==> src/rtl/division.sv <==
// Multi-cycle restoring divider for DIV/DIVU: quotient to lo, remainder to hi.
// One quotient bit per cycle; result lands 33 cycles after the accepted work pulse.
module division #(
  parameter int WIDTH = 32,
  localparam int CW = $clog2(WIDTH)
) (
  input  logic             Clk,
  input  logic             reset,
  input  logic             work,
  input  logic             isSigned,
  input  logic [WIDTH-1:0] lhs,
  input  logic [WIDTH-1:0] rhs,
  output logic [WIDTH-1:0] lo,
  output logic [WIDTH-1:0] hi,
  output logic             endSignal,
  output logic             divByZero,
  output logic [CW-1:0]    counter
);

  typedef enum logic [1:0] {IDLE, DIVIDE, FIX, ZERO} state_t;

  state_t           state;
  logic [WIDTH-1:0] q, rem, dvs;
  logic             sign_q, sign_r;

  logic [WIDTH-1:0] mag_l, mag_r;
  logic [WIDTH:0]   rem_sh, diff;
  logic             fits;

  always_comb begin
    mag_l  = (isSigned && lhs[WIDTH-1]) ? -lhs : lhs;
    mag_r  = (isSigned && rhs[WIDTH-1]) ? -rhs : rhs;
    rem_sh = {rem, q[WIDTH-1]};
    diff   = rem_sh - {1'b0, dvs};
    // rem_sh < 2*dvs always, so the borrow bit alone decides rem_sh >= dvs
    fits   = ~diff[WIDTH];
  end

  always_ff @(posedge Clk or posedge reset) begin
    if (reset) begin
      state     <= IDLE;
      lo        <= '0;
      hi        <= '0;
      counter   <= '0;
      divByZero <= 1'b0;
      endSignal <= 1'b1;
      q         <= '0;
      rem       <= '0;
      dvs       <= '0;
      sign_q    <= 1'b0;
      sign_r    <= 1'b0;
    end else begin
      case (state)
        IDLE: if (work) begin
          endSignal <= 1'b0;
          counter   <= '0;
          rem       <= '0;
          if (rhs == '0) begin
            q     <= lhs;
            state <= ZERO;
          end else begin
            q      <= mag_l;
            dvs    <= mag_r;
            sign_q <= isSigned & (lhs[WIDTH-1] ^ rhs[WIDTH-1]);
            sign_r <= isSigned & lhs[WIDTH-1];
            state  <= DIVIDE;
          end
        end
        DIVIDE: begin
          rem     <= fits ? diff[WIDTH-1:0] : rem_sh[WIDTH-1:0];
          q       <= {q[WIDTH-2:0], fits};
          counter <= counter + 1'b1;
          if (counter == CW'(WIDTH-1)) state <= FIX;
        end
        FIX: begin
          lo        <= sign_q ? -q : q;
          hi        <= sign_r ? -rem : rem;
          divByZero <= 1'b0;
          endSignal <= 1'b1;
          counter   <= '0;
          state     <= IDLE;
        end
        default: begin
          lo        <= '1;
          hi        <= q;
          divByZero <= 1'b1;
          endSignal <= 1'b1;
          state     <= IDLE;
        end
      endcase
    end
  end

endmodule

==> config.mk <==
export PLATFORM = sky130hd
export DESIGN_NAME = division
export DESIGN_NICKNAME = d
export VERILOG_FILES = /design/src/rtl/division.sv
export SDC_FILE = /design/constraint.sdc
export NUM_CORES = 1
export LEC_CHECK = 0
export ABC_AREA = 1
export CAP_MARGIN = 20
export CORE_MARGIN = 5
export CORE_UTILIZATION = 45
export CTS_CLUSTER_DIAMETER = 120
export DETAILED_ROUTE_END_ITERATION = 10
export GPL_ROUTABILITY_DRIVEN = 0
export GPL_TIMING_DRIVEN = 0
export HOLD_SLACK_MARGIN = 0.02
export PLACE_DENSITY = 0.71
export SYNTH_ARGS = -nofsm -noshare
export SYNTH_HDL_FRONTEND = slang
export SYNTH_SLANG_ARGS = --single-unit
==> constraint.sdc <==
create_clock -name Clk -period 5.8 [get_ports Clk]
set_input_delay 0.87 -clock Clk [delete_from_list [all_inputs] [get_ports Clk]]
set_output_delay 0.87 -clock Clk [all_outputs]
set_load 0.03 [all_outputs]
=== Word-level counts from Yosys, hierarchy flattened ===
Index checks and enable logic that the tools add are counted.

* Add/sub/neg operators: 6
* Equality and inequality tests: 5
* Muxes and demuxes: 21
* Bitwise gates (word level): 6
* Reductions and logical operators: 12

{| class="wikitable"
|+ Operator list
! operator !! number
|-
| 32-bit two-way mux || 8
|-
| 32-bit one-hot mux with 2 select lines || 4
|-
| 32-bit negator || 4
|-
| 33-bit by 32-bit subtractor with 33-bit output || 1
|-
| 32-bit zero test || 1
|-
| 5-bit one-hot mux with 3 select lines || 1
|-
| 2-bit AND reduction || 4
|-
| 2-bit two-way mux || 3
|-
| 5-bit by 1-bit adder with 5-bit output, second input constant || 1
|-
| 5-bit == test, second input constant || 1
|-
| 5-bit two-way mux || 1
|-
| 2-bit inequality test, second input constant || 2
|-
| 1-bit one-hot mux with 2 select lines || 2
|-
| 2-bit one-hot mux with 2 select lines || 1
|-
| 1-bit inverter || 3
|-
| 3-bit AND reduction || 1
|-
| 3-bit nonzero test || 1
|-
| 1-bit bitwise AND || 2
|-
| 2-bit by 1-bit == test with 1-bit output, second input constant || 1
|-
| 2-bit == test, second input constant || 1
|-
| 1-bit logical AND || 2
|-
| 2-bit zero test || 1
|-
| 2-bit nonzero test || 1
|-
| 2-bit OR reduction || 1
|-
| other kinds (2) || 2
|}

* Register bits after elaboration: 171
* Input bits: 68

=== Logic depth before layout (Yosys ltp) ===
Gate-level depths: netlist of run 1.

* Depth after elaboration: 5
* Gate-level depth with buffers: 18
* Depth with buffers taken out: 17

=== Worst setup path after synthesis of run 1 ===
No wires, ideal clock.

* Path type: input to register
* From: input port lhs[0]
* To: register q[22]
* Library setup time: 0.121 ns
* Data arrival time: 2.204 ns
* Setup slack: 3.474 ns
* Cell stages on the path: 12
* Cell sequence: inv_1 ha_1 inv_1 nor3_2 nand2_1 nor2_2 nand2_1 nor2_2 nand3_1 a21o_1 nand3_1 nand2_1

* Longest elaborated chain between the ends: 5

{| class="wikitable"
|+ RTL lines
! element !! line !! text
|-
| start, declared || 11 || <nowiki>input logic [WIDTH-1:0] lhs,</nowiki>
|-
| 32-bit negator || 31 || <nowiki>mag_l = (isSigned && lhs[WIDTH-1]) ? -lhs : lhs;</nowiki>
|-
| 32-bit two-way mux || 31 ||
|-
| 32-bit two-way mux || 58 || <nowiki>if (rhs == '0) begin</nowiki>
|-
| 32-bit two-way mux || 54 || <nowiki>IDLE: if (work) begin</nowiki>
|-
| 32-bit one-hot mux with 2 select lines || 53 || <nowiki>case (state)</nowiki>
|-
| end signal, assigned || 59 || <nowiki>q <= lhs;</nowiki>
|-
| end signal, assigned || 62 || <nowiki>q <= mag_l;</nowiki>
|-
| end signal, assigned || 71 || <nowiki>q <= {q[WIDTH-2:0], fits};</nowiki>
|-
| end, declared || 23 || <nowiki>logic [WIDTH-1:0] q, rem, dvs;</nowiki>
|}

No other way between the ends. The select of a mux whose other input is x is not followed.
A chain may end at the register's enable or synchronous reset.

=== Final worst setup path of run 1 ===
* From: input port rhs[0]
* To: register dvs[1]

* Longest elaborated chain between the ends: 3
* Elaborated cells between the ends (all ways): 5
* Those cells by class: add/sub: 1; mux: 1; bitwise: 1; reduce/logical: 2

{| class="wikitable"
|+ RTL lines
! element !! line !! text
|-
| start, declared || 12 || <nowiki>input logic [WIDTH-1:0] rhs,</nowiki>
|-
| parallel branches: the longest is 3 deep, another holds 32-bit negator || -- ||
|-
| end signal, assigned || 63 || <nowiki>dvs <= mag_r;</nowiki>
|-
| end, declared || 23 ||
|}

Several ways; the timed one is not identified.

==> results of run 1 <==
==> logic make-up (layout without fill, tap and decap cells) <==
logic type	count (synthesis)	count (layout)	synth area share, %
AOI/OAI and AO/OA	268	268	11.7
adders and majority gates	39	39	3.68
and+or+nand+nor	1236	1236	39.4
xor gates and xnor gates	35	35	2.28
buffers and inverters	380	551	11.1
DFF	171	171	31.8
==> cell type report <==
cell class / instances / area share, %
flip-flops and latches: 171 / 26.8
plain buffers: 67 / 2.00
clock buffers: 17 / 2.67
well taps: 390 / 3.06
inverters: 313 / 7.41
multi-input cells: 1578 / 48.1
repair buffers: 139 / 8.83
clock inverters: 15 / 1.07
==> cells in the mapped netlist (2+ instances only) <==
cell type	instances	area, sq um
o32ai_1	2	17.5
nor3_2	3	30.0
o21bai_1	11	82.6
nand3_1	274	1370
a31oi_1	8	50.1
or2_2	4	25.0
xor2_1	25	219
nor2_1	220	826
inv_2	8	30.0
nand3b_1	15	113
ha_1	38	475
inv_1	305	1140
o21ai_1	12	60.1
buf_4	2	15.0
a21oi_2	2	17.5
and2_1	3	18.8
nand2_1	637	2390
nand4_1	28	175
clkbuf_1	40	150
a21oi_1	66	330
o211ai_1	20	150
o21ai_0	98	490
nor3_1	24	120
buf_2	17	85.1
buf_6	5	56.3
a22oi_1	30	225
o22ai_1	3	18.8
o221ai_1	4	35.0
nor2_2	8	50.1
nand2_4	6	67.6
buf_1	2	7.51
dfrtp_1	170	4250
o31ai_1	3	22.5
nand2_2	9	56.3
a21o_1	6	45.0
xnor2_1	10	87.6
==> power by group through the flow <==
| stage | Sequential [mW] | Clock, mW | Combinational (mW) |
|---|---|---|---|
| CTS | 2.42 | 1.16 | 6.71 |
| global placement | 2.42 | 0 | 6.55 |
| global route | 2.49 | 1.21 | 7.58 |
| floorplan | 2.55 | 0 | 4.47 |
| finish | 2.45 | 1.16 | 6.79 |
| detailed placement | 2.43 | 0 | 6.68 |
==> path summary, 6_finish.rpt <==
check / start / endpoint / cells past startpoint / slack, ps
min in group asynchronous: reset / lo[28] / 2 / 810
setup reg to reg: q[31] / rem[23] / 16 / 2890
max in group asynchronous: reset / dvs[27] / 3 / 4030
hold / removal: divByZero / divByZero / 2 / 490
setup / recovery: rhs[0] / dvs[1] / 11 / 2870
hold reg to reg: divByZero / divByZero / 2 / 490
==> layer usage <==
layer | GRT usage [%] | routed length, microns | vias to the layer above
li1 | - | - | 7171
met4 | 7.12 | 949 | 0
met1 | 38.4 | 20100 | 6806
met5 | 0 | 0 | -
met2 | 41.3 | 20000 | 781
met3 | 4.48 | 4330 | 66
==> stage by stage <==
step	setup slack [ps]	setup TNS, ps	instances	cell area (sq um)	hold slack, ps
after floorplan	300	0	2129	13500	449
after global placement	-2050	-342380	2657	15300	459
after detailed placement	2500	0	2658	15400	465
after CTS	2940	0	2690	16000	483
after global routing	2700	0	2690	16000	504
final	2870	0	2690	16000	487
==> flip-flops by register name, indices dropped and copies added, names as in the netlist <==
signal and cells:
endSignal 1, dvs 32, divByZero 1, rem 32, state 2, hi 32, lo 32, sign_r 1
counter 5, sign_q 1, q 32
==> worst register-to-register path: stages, from the launching register on <==
cell and delay, ps:
dfrtp_1 580, inv_1 120, ha_1 250, fa_1 410, inv_1 120, nand2_1 70, nand2_1 70, nand3_1 100
nand2_2 140, nand2_2 80, nand2_2 100, nand2_4 90, nand3_2 150, buf_2 250, nand3_1 120, nand3_1 100
nand2_1 50
==> results.toml, run 1 <==
[run_status]
status = "finished clean"

[power]
powerDensity_mw_per_mm2 = 652
power.total_mw = 10.4
power.switching_mw = 5.70
ir_drop_mv = 0.327
p_clk_share_pct = 11.1
p_int_mw = 4.69
sw_frac_of_total_pct = 54.9
power.leakage_nw = 7.85
pwr-share-comb_pct = 65.4
p_seq_share_pct = 23.5

[worst_setup_path]
timing.critical_path.buf_inv = 5
critPathRequiredTime_ps = 6100
cpPeakStageDelay_ps = 400
critPathKind = "in2reg"
path_delay_family = "buffers and inverters"
cp-start-kind = "primary input"
crit_fanout = 10
critPathMostFrequentCell = "inv_1"
slowest_stage = "clkdlybuf4s50_1"
endpoint_kind = "flop"
cp.arrival_ps = 3230
crit_chain = "clkdlybuf4s50_1, inv_1, ha_1, nand4_1, nor2_2, nand4_2, inv_1, nor2_1, buf_6, clkbuf_2, o21ai_1"

[layout]
mostFrequentLayoutCells = "nand2_1 (637), inv_1 (304), nand3_1 (274)"
nFillCells = 2932
seq_area_sq_mm = 0.00428
antenna_cells = 0
layout-drive-gt1-share_pct = 4.61
multi_input_area_sq_mm = 0.00768
final_util_pct = 54.0
final_nets = 2394
final_common_cell = "nand2_1"
area.growth.synth_to_final_pct = 18.6

[routing]
drtIter0Drc = 1817
drt_wl_total_microns = 45400
via_per_inst = 5.51
drc = 0
vias = 14824
first_pass_iters = 7
ant_nets = 0
wl_per_cell_microns = 16.9

[sta]
fmax_mhz = 341
worstMarginPinSlew_ps = 861
finalSetupViolations = 0
slew_violations = 0
finalCritPeriodShare_pct = 50.5
min_period_ps = 2930
slew_headroom_pct = 42.4
final_hold_viol_count = 0
grt_setup_unrepaired = "no"
skew_ps = 16.3

[clock_network]
clock_sinks = 171
cts_inserted_buffers = 17
cts_max_path_buffers = 2
htree_levels = 4
path_clk_slew_ps = 70
clock-root-buffer = "clkbuf_16"
cts_hold_buffers = 0
cts_tree = "yes"
cts_resized = 0
postCtsSetupRepairBufs = 0
insertion_delay_ps = 440

[yosys]
syn-num-nets = 2236
ys_ff_latch = 171
synth_cell_types = 47
synth_warnings = 0
syn_inst = 2129
synth_ff_type = "dfrtp_1"
async_flop_share_pct = 100
syn_area_sq_mm = 0.0135
synth_edf_count = 0
yosysSeqAreaShare_pct = 31.8
avgSynthCellArea_sq_um = 6.32

[run]
cap_viol_max_count = 0

[die]
coreArea_sq_mm = 0.0296
initial_core_util_pct = 45.5
die_w_microns = 183
io_pins = 139
die_y_microns = 183
std_cell_rows = 63
dieArea_sq_mm = 0.0335

[global_route]
grt_pass1_wl_microns = 71700
grt_max_degree = 131
antenna_found_initial = 0
grt-ovfl-total = 0
grt.total_usage_pct = 26.5
grt_pass1_vias = 13728

[placed_design]
dp_hpwl_microns = 36700
port_buffers = 138

[min_path]
hold_class = "reg2reg"
Power figures use the tool's default switching activity.
==> run 2, diff against run 1 <==
==> constraint.sdc (replaced) <==
create_clock -name Clk -period 2.5 [get_ports Clk]
set_input_delay 0.375 -clock Clk [delete_from_list [all_inputs] [get_ports Clk]]
set_output_delay 0.375 -clock Clk [all_outputs]
set_load 0.03 [all_outputs]
==> results.toml, run 2 (same netlist as run 1, synthesis figures left out) <==
[global_route]
antenna_found_initial = 0
grt_pass1_wl_microns = 72100
grt.total_usage_pct = 26.6
grt_max_degree = 44
grt_pass1_vias = 13781
grt-ovfl-total = 0

[worst_setup_path]
crit_chain = "buf_2, inv_2, nor2_1, clkbuf_1, nand3_1, o21ai_0, inv_1"
cp.arrival_ps = 2780
endpoint_kind = "flop"
path_delay_family = "buffers and inverters"
critPathRequiredTime_ps = 2830
timing.critical_path.buf_inv = 4
r2r_setup_slack_ps = 50
slowest_stage = "clkbuf_1"
critPathKind = "reg2reg"
cpPeakStageDelay_ps = 600
cp-start-kind = "flop"
crit_fanout = 10

[power]
power.total_mw = 25.8
ir_drop_mv = 0.683
powerDensity_mw_per_mm2 = 1560
power.leakage_nw = 8.01

[clock_network]
clock_sinks = 171
clock-root-buffer = "clkbuf_16"
insertion_delay_ps = 440
cts_inserted_buffers = 17
cts_max_path_buffers = 2
cts_hold_buffers = 0
path_clk_slew_ps = 70
htree_levels = 4
cts_tree = "yes"

[layout]
nFillCells = 2853
mostFrequentLayoutCells = "nand2_1 (623), inv_1 (299), nand3_1 (265)"
final_nets = 2416
antenna_cells = 0
fin_area_sq_mm = 0.0165
layout-drive-gt1-share_pct = 7.80
multi_input_area_sq_mm = 0.00799
area.growth.synth_to_final_pct = 22.8
final_common_cell = "nand2_1"
seq_area_sq_mm = 0.00429
final_cells = 2712

[routing]
vias = 14940
drtIter0Drc = 1876
ant_nets = 0
drt_wl_total_microns = 46300
first_pass_iters = 6
wl_per_cell_microns = 17.1
drc = 0
via_per_inst = 5.51

[placed_design]
post-place-ws_ps = -361
port_buffers = 138
dp_hpwl_microns = 36800
placed_cell_area_sq_mm = 0.0154
dp.cells = 2661

[min_path]
hold_class = "in2async"

[die]
initial_core_util_pct = 45.5
std_cell_rows = 63
io_pins = 139
die_w_microns = 183
die_y_microns = 183
dieArea_sq_mm = 0.0335
coreArea_sq_mm = 0.0296

[sta]
finalCritPeriodShare_pct = 98.0
setup_slack_ps = 49.8
fmax_mhz = 408
worstMarginPinSlew_ps = 885
grt_setup_unrepaired = "yes"
slew_headroom_pct = 40.8
final_hold_viol_count = 0
fin_tns_setup_ps = 0
slew_violations = 0
finalSetupViolations = 0
min_period_ps = 2450
skew_ps = 14.0

[run_status]
status = "finished clean"

[run]
cap_viol_max_count = 0
run 2: cell count changes in the layout (fill, tap and decap cells not counted), moves of 6 or more:
cell     before  now
buf_4         2   18
ha_1         38   24
nand2_1     637  623
nand2_2       9   19
nand3_1     274  265
nand3_2       1   10
ha_2          0    7
ha_4          0    7
nand2_8       0    6
run 2: worst paths after layout:
path | from | to | cells past startpoint
setup / recovery | state[1] | lo[28] | 7
hold reg to reg | divByZero | divByZero | 2
min in group Clk | divByZero | divByZero | 2
max in group asynchronous | reset | rem[28] | 4
hold / removal | reset | lo[7] | 2
setup reg to reg | state[1] | lo[28] | 7
run 2: final cells by class:
cell class                      count  area share (%)
Clock buffer                       17            2.57
Buffer                             67            2.01
Inverter                          313            7.13
Tap cell                          390            2.95
Timing Repair Buffer              160            9.87
Sequential cell                   171            25.9
Clock inverter                     15            1.18
Multi-Input combinational cell   1579            48.3
run 2: power by group:
| group | internal (mW) | total [mW] | switching, mW |
|---|---|---|---|
| Sequential | 4.11 | 5.72 | 1.61 |
| Clock | 1.46 | 2.80 | 1.35 |
| Combinational | 6.27 | 17.3 | 11.0 |
run 2: what timing repair did:
action	4_1_cts	5_1_grt
gates resized for setup	10	65
endpoints found under the setup margin	33	43
gates cloned	0	3
pin swaps	3	16
setup buffers	3	13
run 2: per-layer routing:
metal,part of all wire (%),wire length [microns],track usage [%],vias up
met5,0,0,0,-
met1,44,20500,38.8,6920
met4,2.2,1030,6.94,0
met2,44,20400,41.3,736
met3,9.3,4300,4.52,73
li1,-,-,-,7211
run 2: through the flow:
stage               util (%)  hold WS (ps)
finish                  55.9           344
global route            55.9           377
CTS                     54.5           354
detailed placement      52.1           471
global placement        51.8           460
floorplan                  -           449
